**src/rtl/game_countdown_if.sv**
```systemverilog
// Control and status bundle for the game countdown timer.
// The master drives the player controls; the slave reports the countdown status.
interface game_countdown_if #(
    parameter int CW = 7
);
    logic [1:0]    max_digit;
    logic          start;
    logic          stop;
    logic          pause;
    logic [CW-1:0] counter;
    logic          tick;
    logic          expired;
    logic          timeout;
    logic          running;
    logic          warn;

    modport master (
        output max_digit, start, stop, pause,
        input  counter, tick, expired, timeout, running, warn
    );

    modport slave (
        input  max_digit, start, stop, pause,
        output counter, tick, expired, timeout, running, warn
    );
endinterface

```
**src/rtl/game_countdown.sv**
```systemverilog
// Guessing-game countdown: loads a per-difficulty number of seconds and counts
// them down once every TICK_DIV cycles, with pause, stop and expiry reporting.
module game_countdown #(
    parameter int TICK_DIV = 50000000,
    parameter int CW       = 7,
    parameter int T1       = 30,
    parameter int T2       = 60,
    parameter int T3       = 90,
    parameter int WARN     = 10
) (
    input  logic           clk,
    input  logic           restart,
    game_countdown_if.slave bus
);
    localparam int CMAX = (1 << CW) - 1;
    localparam int PW   = $clog2(TICK_DIV);
    localparam logic [PW-1:0] PRESC_LAST = PW'(TICK_DIV - 1);

    if (T1 > CMAX || T2 > CMAX || T3 > CMAX || WARN > CMAX) begin : g_bad_time
        $error("game_countdown: a time parameter does not fit in CW bits");
    end
    if (TICK_DIV < 2) begin : g_bad_div
        $error("game_countdown: TICK_DIV must be at least 2");
    end

    typedef enum logic [1:0] {IDLE, RUN, PAUSE, DONE} state_t;

    state_t        state_q, state_n;
    logic [PW-1:0] presc_q, presc_n;
    logic [CW-1:0] cnt_q, cnt_n;
    logic          tick_q, tick_n;
    logic          exp_q, exp_n;
    logic [CW-1:0] load_val;

    function automatic logic [CW-1:0] load_for(input logic [1:0] md);
        case (md)
            2'd1:    return CW'(T1);
            2'd2:    return CW'(T2);
            2'd3:    return CW'(T3);
            default: return '0;
        endcase
    endfunction

    assign load_val = load_for(bus.max_digit);

    always_ff @(posedge clk or negedge restart) begin
        if (!restart) begin
            state_q <= IDLE;
            presc_q <= '0;
            cnt_q   <= '0;
            tick_q  <= 1'b0;
            exp_q   <= 1'b0;
        end else begin
            state_q <= state_n;
            presc_q <= presc_n;
            cnt_q   <= cnt_n;
            tick_q  <= tick_n;
            exp_q   <= exp_n;
        end
    end

    // Event priority: start, then stop, then pause, then the prescaler terminal.
    always_comb begin
        state_n = state_q;
        presc_n = presc_q;
        cnt_n   = cnt_q;
        tick_n  = 1'b0;
        exp_n   = 1'b0;
        if (bus.start) begin
            cnt_n   = load_val;
            presc_n = '0;
            if (load_val != '0) begin
                state_n = RUN;
            end else begin
                state_n = DONE;
                exp_n   = 1'b1;
            end
        end else if (bus.stop && (state_q == RUN || state_q == PAUSE)) begin
            state_n = IDLE;
        end else begin
            case (state_q)
                RUN: begin
                    if (bus.pause) begin
                        state_n = PAUSE;
                    end else if (presc_q == PRESC_LAST) begin
                        presc_n = '0;
                        tick_n  = 1'b1;
                        if (cnt_q <= CW'(1)) begin
                            cnt_n   = '0;
                            state_n = DONE;
                            exp_n   = 1'b1;
                        end else begin
                            cnt_n = cnt_q - 1'b1;
                        end
                    end else begin
                        presc_n = presc_q + 1'b1;
                    end
                end
                PAUSE: begin
                    if (!bus.pause) begin
                        state_n = RUN;
                    end
                end
                default: ;
            endcase
        end
    end

    assign bus.counter = cnt_q;
    assign bus.tick    = tick_q;
    assign bus.expired = exp_q;
    assign bus.timeout = (state_q == DONE);
    assign bus.running = (state_q == RUN);
    assign bus.warn    = (state_q == RUN || state_q == PAUSE) &&
                         (cnt_q != '0) && (cnt_q <= CW'(WARN));
endmodule

```
**src/flat_wrapper.sv**
```systemverilog
// flat-port wrapper written by rule: the top's interface ports become plain ports
module game_countdown_flat 
#(
    parameter int TICK_DIV = 50000000,
    parameter int CW       = 7,
    parameter int T1       = 30,
    parameter int T2       = 60,
    parameter int T3       = 90,
    parameter int WARN     = 10
)
  (clk, restart, bus_max_digit, bus_start, bus_stop, bus_pause, bus_counter, bus_tick, bus_expired, bus_timeout, bus_running, bus_warn);
  game_countdown_if #(.CW(CW)) bus_i ();
  input  logic clk;
  input  logic restart;
  input wire logic [$bits(bus_i.max_digit)-1:0] bus_max_digit;
  input wire logic [$bits(bus_i.start)-1:0] bus_start;
  input wire logic [$bits(bus_i.stop)-1:0] bus_stop;
  input wire logic [$bits(bus_i.pause)-1:0] bus_pause;
  output wire logic [$bits(bus_i.counter)-1:0] bus_counter;
  output wire logic [$bits(bus_i.tick)-1:0] bus_tick;
  output wire logic [$bits(bus_i.expired)-1:0] bus_expired;
  output wire logic [$bits(bus_i.timeout)-1:0] bus_timeout;
  output wire logic [$bits(bus_i.running)-1:0] bus_running;
  output wire logic [$bits(bus_i.warn)-1:0] bus_warn;
  assign bus_i.max_digit = bus_max_digit;
  assign bus_i.start = bus_start;
  assign bus_i.stop = bus_stop;
  assign bus_i.pause = bus_pause;
  assign bus_counter = bus_i.counter;
  assign bus_tick = bus_i.tick;
  assign bus_expired = bus_i.expired;
  assign bus_timeout = bus_i.timeout;
  assign bus_running = bus_i.running;
  assign bus_warn = bus_i.warn;
  game_countdown #(.TICK_DIV(TICK_DIV), .CW(CW), .T1(T1), .T2(T2), .T3(T3), .WARN(WARN)) u_core (.clk(clk), .restart(restart), .bus(bus_i));
endmodule
```
**config.mk**
```make
export PLATFORM = sky130hd
export DESIGN_NAME = game_countdown_flat
export DESIGN_NICKNAME = d
export VERILOG_FILES = /design/src/rtl/game_countdown_if.sv /design/src/rtl/game_countdown.sv /design/src/flat_wrapper.sv
export SDC_FILE = /design/constraint.sdc
export NUM_CORES = 1
export LEC_CHECK = 0
export BUFFER_PORTS_ARGS = -buffer_cell sky130_fd_sc_hd__buf_2
export CAP_MARGIN = 20
export CORE_MARGIN = 10
export CORE_UTILIZATION = 35
export DETAILED_ROUTE_END_ITERATION = 10
export SETUP_SLACK_MARGIN = 0.5
export SYNTH_ARGS = -nofsm -noshare
export SYNTH_HDL_FRONTEND = slang
export SYNTH_SLANG_ARGS = --single-unit
```
**constraint.sdc**
```tcl
create_clock -name clk -period 2.5 [get_ports clk]
set_clock_uncertainty 0.05 [all_clocks]
set_input_delay 0.25 -clock clk [delete_from_list [all_inputs] [get_ports clk]]
set_output_delay 0.25 -clock clk [all_outputs]
set_load 0.01 [all_outputs]
```
==> results of run 1 <==
repair_timing:
action | in CTS | in global routing
gates cloned | 2 | 0
setup buffers | 11 | 11
pin swaps | 9 | 21
endpoints found under the setup margin | 35 | 34
resized for setup | 19 | 40
endpoints found under the hold margin | 0 | 0
registers in the layout (all words and copies together), names as in the netlist:
| signal | flops |
|---|---|
| u_core.bus.counter | 7 |
| u_core.bus.expired | 1 |
| u_core.bus.tick | 1 |
| u_core.presc_q | 26 |
| u_core.state_q | 2 |
where the power goes:
group          internal [uW]  switching (uW)
Clock                    219             198
Sequential               630            40.7
Combinational            245             280
how the worst min path moves through the flow:
stage	startpoint	to	slack (ps)	depth (start not counted)
3_5_place_dp	restart	u_core.presc_q[19]$_DFFE_PN0P_	350	1
4_1_cts	restart	u_core.presc_q[19]$_DFFE_PN0P_	40	1
5_1_grt	restart	u_core.presc_q[19]$_DFFE_PN0P_	90	1
3_3_place_gp	restart	u_core.presc_q[17]$_DFFE_PN0P_	360	1
2_1_floorplan	restart	u_core.bus.counter[0]$_DFFE_PN0P_	-100	0
6_report	restart	u_core.presc_q[14]$_DFFE_PN0P_	10	1
placed cells by master, fill, tap and decap left out, types with 3 or more instances in the layout:
cell / count
nor2_1: 20
nand3_1: 3
or3_4: 3
xor2_1: 5
buf_4: 23
nand2_1: 26
inv_1: 8
nor2_2: 4
nor2b_1: 3
a21oi_1: 11
o21ai_0: 15
nand4_1: 11
nor3_1: 7
o21ai_1: 6
a31oi_1: 6
or3_1: 10
clkbuf_8: 6
ha_1: 11
and3_1: 3
xnor2_1: 4
buf_2: 18
a21oi_2: 11
buf_6: 4
dfrtp_1: 35
cell type report:
type | instances | area share (%)
repair buffers | 47 | 11.3
inverters | 9 | 1.13
flip-flops and latches | 37 | 31.0
multi-input cells | 205 | 50.5
well taps | 77 | 3.22
clock buffers | 7 | 2.88
Yosys cell counts, types with 2 or more instances:
| master | instances |
|---|---|
| nand4_1 | 11 |
| mux2i_1 | 2 |
| nand2_1 | 26 |
| and3_1 | 4 |
| ha_1 | 14 |
| nor2b_1 | 4 |
| a31oi_1 | 6 |
| or3b_2 | 3 |
| nor3_1 | 9 |
| a22oi_1 | 2 |
| xor2_1 | 5 |
| clkbuf_1 | 6 |
| dfrtp_1 | 37 |
| o41ai_1 | 2 |
| o21ai_0 | 22 |
| nand2b_1 | 3 |
| nand3_1 | 5 |
| xnor2_1 | 4 |
| o211ai_1 | 2 |
| buf_2 | 2 |
| a21oi_1 | 22 |
| or3_1 | 13 |
| inv_1 | 9 |
| nor4b_1 | 2 |
| nor2_1 | 26 |
per-layer routing:
metal  share of wire [%]  vias to the layer above  track usage [%]
met5                   0                        -                0
met4                 1.1                        0             3.15
met3                 3.8                        7             2.88
met2                  47                       35             18.7
met1                  48                     1046             15.7
li1                    -                     1033                -
logic make-up after synthesis:
| logic type | after synthesis |
|---|---|
| buffers and inverters | 17 |
| AOI/OAI and AO/OA | 61 |
| adders and majority gates | 14 |
| DFF | 37 |
| xor gates and xnor gates | 9 |
| and+or+nand+nor | 118 |
| muxes | 2 |
through the flow:
step,setup slack (ps),hold WS (ps)
2_1_floorplan,457,-95.6
3_3_place_gp,206,356
3_5_place_dp,186,350
4_1_cts,398,41.2
5_1_grt,244,85.4
6_report,362,13.2
==> flow_metrics.env, run 1 <==
export IMPL_cts_buffers=5
export IMPL_route_detailed_drc=0
export IMPL_drv_cap=0
export IMPL_grt_max_degree=38
export IMPL_synth_fp_nets=279
export IMPL_grt_pass1_vias=2008
export IMPL_antenna_left=0
export IMPL_ys_types=42
export IMPL_synth_xor_xnor_area_share_pct=3.45
export IMPL_reg2reg_to="u_core.bus.counter[5]$_DFFE_PN0P_"
export IMPL_die_w_um=101
export IMPL_p_total_uw=1610
export IMPL_synthMuxAreaShare_pct=0.877
export IMPL_hpwlAfterDp_um=3910
export IMPL_critPathLaunch="u_core.presc_q[7]$_DFFE_PN0P_"
export IMPL_r2r_start="u_core.presc_q[7]$_DFFE_PN0P_"
export IMPL_final_util_pct=47.2
export IMPL_relSlewSlack_pct=44.5
export IMPL_ys_seq_area_share_pct=40.6
export IMPL_path_max_fanout=6
export IMPL_grt_util_all_layers_pct=11.9
export IMPL_crit_cells=6
export IMPL_power_density_nw_per_um2=538
export IMPL_clk_path_buf_depth=2
export IMPL_path_cells="or4_4, nor3_4, nand4_4, or3_4, a21oi_2, o21ai_1"
export IMPL_clkSlewWorstSetupHoldPaths_ps=70
export IMPL_status="complete, no violations"
export IMPL_leakage_uw=0.00123
export IMPL_regArea_sq_um=928
export IMPL_gp_congestion=0.829
export IMPL_dr_total_vias=2121
export IMPL_startpoint_type="flop"
export IMPL_synth_top_area_share_pct=40.6
export IMPL_start_util_pct=35.9
export IMPL_ys_ff_latch=37
export IMPL_tightestPinTransition_ps=832
export IMPL_n_fill_cell=590
export IMPL_h_tree_depth=2
export IMPL_syn_area_sq_um=2280
export IMPL_nNetsFinal=326
export IMPL_worstPathRequired_ps=2610
export IMPL_rsz0062_at_grt="true"
export IMPL_wl_per_cell_um=15.4
export IMPL_synth_simple_area_share_pct=29.3
export IMPL_rrSetupSlack_ps=360
export IMPL_grt_pass1_wl_um=9950
export IMPL_instances_no_fill=382
export IMPL_path_class="flop to flop"
export IMPL_cp_slowest_stage_delay_ps=500
export IMPL_synth_ff_type="dfrtp_1"
export IMPL_cpMaxStageDelayCell="or4_4"
export IMPL_placed_area_sq_um=2510
export IMPL_endpoint="u_core.bus.counter[5]$_DFFE_PN0P_"
export IMPL_antenna_found_initial=0
export IMPL_row_count=29
export IMPL_wl_um=5900
export IMPL_peakVddDrop_v=0.000280
export IMPL_die_h_um=101
export IMPL_yosys_top_cells_area="dfrtp_1 41%, ha_1 7.7%, a21oi_1 4.8%, o21ai_0 4.8%, nand2_1 4.3%"
export IMPL_die_area_sq_um=10200
export IMPL_finalCriticalPeriod_ps=2140
export IMPL_synth_compound_area_share_pct=15.2
export IMPL_drt_iter0_markers=119
export IMPL_cpLargestDelayFamily="simple AND/OR/NAND/NOR gates"
export IMPL_n_antenna_cell=0
export IMPL_io_buffers=18
export IMPL_post_place_cells=351
export IMPL_maxSlewViolCount=0
export IMPL_synth_top_area_cell="dfrtp_1"
export IMPL_cts_sinks=37
export IMPL_period_share_pct=85.5
export IMPL_synth_edf_count=0
export IMPL_avgSynthCellArea_sq_um=8.85
export IMPL_setup_viol=0
export IMPL_via_per_inst=5.55
export IMPL_path_buf_inv=0
export IMPL_core_region_area_sq_um=6350
export IMPL_synth_fa_ha_area_share_pct=7.68
export IMPL_synthCells=258
export IMPL_max_freq_mhz=468
export IMPL_final_hold_violation_count=0
export IMPL_postCtsHoldBufs=0
export IMPL_final_setup_tns_ps=0
export IMPL_ios=19
export IMPL_dr_pass1_iters=4
export IMPL_layout_drive_gt1_share_pct=33.8
export IMPL_grt_remaining_overflow=0
export IMPL_area_growth_pct=31.3
export IMPL_final_cell_area_sq_um=3000
export IMPL_ys_warn_count=0
export IMPL_synth_top_family_by_area="simple AND/OR/NAND/NOR gates"
export IMPL_async_flop_share_pct=100
export IMPL_cp_arrival_ps=2250
export IMPL_cts_root_buf="clkbuf_8"
export IMPL_hp_class="primary input to async pin"
export IMPL_worstSkewPairLatency_ps=280
export IMPL_multi_input_area_sq_um=1510
export IMPL_cts_tree="yes"
export IMPL_cp_end_kind="flop"
export IMPL_r2r_cells=6
No activity file was read; power rests on OpenSTA's default activity.
==> inputs of run 2 (changes only) <==
- clock period: 2.5 -> 2.2 ns (I/O delays scaled with it)
==> run 2 against run 1 <==
Net effect: the flow now finishes with violations (hold timing); die area unchanged; hold slack got worse by 27 ps; setup slack lost 300 ps; flip-flop and latch count is the same; critical path depth grew 1; first-iteration DRC count down 36%; fmax decreased by 0.18%; sequential power increased by 13%; critical endpoint unchanged; largest cell class unchanged.
==> flow_metrics.env, run 2 (synthesized netlist as in run 1, its figures left out) <==
export IMPL_status="complete, but fails checks"
export IMPL_violations="hold timing"
export IMPL_p_comb_share_pct=40.0
export IMPL_rsz0062_at_grt="true"
export IMPL_row_count=29
export IMPL_tightestPinTransition_ps=854
export IMPL_nNetsFinal=343
export IMPL_setup_viol=0
export IMPL_leakage_uw=0.00136
export IMPL_clk_path_buf_depth=2
export IMPL_cp_arrival_ps=2260
export IMPL_io_buffers=18
export IMPL_cpLargestDelayFamily="simple AND/OR/NAND/NOR gates"
export IMPL_die_w_um=101
export IMPL_regMostFlops="u_core.presc_q"
export IMPL_wl_per_cell_um=15.4
export IMPL_drt_iter0_markers=76
export IMPL_dr_total_vias=2149
export IMPL_power_density_nw_per_um2=634
export IMPL_switchingPower_uw=677
export IMPL_mostFrequentLayoutCell="dfrtp_1"
export IMPL_clockPowerShare_pct=23.1
export IMPL_area_growth_pct=42.4
export IMPL_max_freq_mhz=467
export IMPL_antenna_found_initial=0
export IMPL_n_antenna_cell=0
export IMPL_cts_tree="yes"
export IMPL_wl_um=6170
export IMPL_period_share_pct=97.4
export IMPL_instances_no_fill=400
export IMPL_layout_drive_gt1_share_pct=41.5
export IMPL_h_tree_depth=2
export IMPL_cpMaxStageDelayCell="or4_4"
export IMPL_cts_buffers=5
export IMPL_whs_ps=-13.6
export IMPL_maxSlewViolCount=0
export IMPL_gp_congestion=0.786
export IMPL_worstPathRequired_ps=2310
export IMPL_cp_slowest_stage_delay_ps=550
export IMPL_cts_root_buf="clkbuf_8"
export IMPL_antenna_left=0
export IMPL_via_per_inst=5.37
export IMPL_die_area_sq_um=10200
export IMPL_die_h_um=101
export IMPL_ios=19
export IMPL_final_cell_mix="35 x dfrtp_1, 31 x buf_4, 24 x nand2_1, 19 x nor2_1, 18 x buf_2"
export IMPL_drv_cap=0
export IMPL_startpoint_type="flop"
export IMPL_grt_util_all_layers_pct=12.1
export IMPL_hp_class="primary input to async pin"
export IMPL_path_cells="or4_4, nor3_4, buf_6, nand4_4, or3_4, a21oi_2, o21ai_1"
export IMPL_grt_remaining_overflow=0
export IMPL_final_hold_violation_count=37
export IMPL_finalCriticalPeriod_ps=2140
export IMPL_grt_pass1_wl_um=10100
export IMPL_relSlewSlack_pct=43.1
export IMPL_p_seq_share_pct=37.0
export IMPL_path_max_fanout=6
export IMPL_swShare_pct=32.9
export IMPL_post_place_cells=361
export IMPL_cp_end_kind="flop"
export IMPL_path_class="flop to flop"
export IMPL_clkSlewWorstSetupHoldPaths_ps=80
export IMPL_hpwlAfterDp_um=3960
export IMPL_cts_sinks=37
export IMPL_path_buf_inv=1
export IMPL_dr_pass1_iters=4
export IMPL_core_region_area_sq_um=6350
export IMPL_worstSkewPairLatency_ps=290
export IMPL_peakVddDrop_v=0.000328
export IMPL_p_total_uw=2060
export IMPL_p_int_uw=1380
export IMPL_start_util_pct=35.9
export IMPL_route_detailed_drc=0
export IMPL_grt_max_degree=38
export IMPL_largest_reg_flops=26
export IMPL_grt_pass1_vias=2130
-- run 2: cell types whose count changed in the layout (fill, tap and decap cells not counted), moves of 2 or more --
cell	change
o21ai_1	+5
nand2_2	+2
or3_1	+2
nand2_1	-2
buf_8	-2
nor3_1	-3
buf_12	+2
or3_4	-2
buf_6	+8
buf_16	+2
o21ai_0	-6
nor3_2	+3
clkinv_2	+2
buf_4	+8
-- run 2: repair_timing --
action / 4_1_cts / 5_1_grt
pin swaps: 23 / 22
endpoints found under the setup margin: 34 / 38
buffers inserted: 18 / 11
resized for setup: 38 / 32
hold buffers: 0 / 0
cloned: 2 / 0
-- run 2: cell type report --
cell class	count	area, sq um
fill	537	3100
multi-input combinational	204	1550
sequential	37	928
timing repair buffer	65	553
tap	77	96.3
clock buffer	5	68.8
inverter	9	33.8
clock inverter	3	17.5
-- run 2: final timing paths --
path	startpoint	to	slack, ps	cells after the start
setup / recovery	u_core.presc_q[24]$_DFFE_PN0P_	u_core.bus.counter[5]$_DFFE_PN0P_	60	7
hold / removal	restart	u_core.presc_q[14]$_DFFE_PN0P_	-10	1
setup reg to reg	u_core.presc_q[24]$_DFFE_PN0P_	u_core.bus.counter[5]$_DFFE_PN0P_	60	7
hold reg to reg	u_core.bus.counter[6]$_DFFE_PN0P_	u_core.bus.counter[6]$_DFFE_PN0P_	510	2
max in group asynchronous	restart	u_core.bus.counter[1]$_DFFE_PN0P_	1530	1
min in group clk	bus_start	u_core.presc_q[15]$_DFFE_PN0P_	170	2
-- run 2: power groups by stage --
stage | Clock, uW | Sequential, uW | Combinational (uW)
finish | 475 | 761 | 824
global route | 519 | 766 | 900
CTS | 491 | 758 | 693
detailed placement | 0 | 770 | 519
global placement | 0 | 768 | 518
floorplan | 0 | 773 | 346
-- run 2: through the flow --
stage	util [%]	TNS (ps)	cell area [sq um]	setup slack (ps)
floorplan	-	0	2370	159
global placement	41.7	0	2650	123
detailed placement	41.7	0	2650	58.3
CTS	48.1	0	3050	155
global route	51.2	-17.4	3250	-9.45
finish	51.2	0	3250	58.0
-- run 2: metal layers --
layer,up-vias,share of wire (%),GRT usage [%]
met5,-,0,0
li1,1062,-,-
met4,0,0.96,3.91
met1,1044,46,16.0
met2,37,49,19.2
met3,6,4.4,2.61
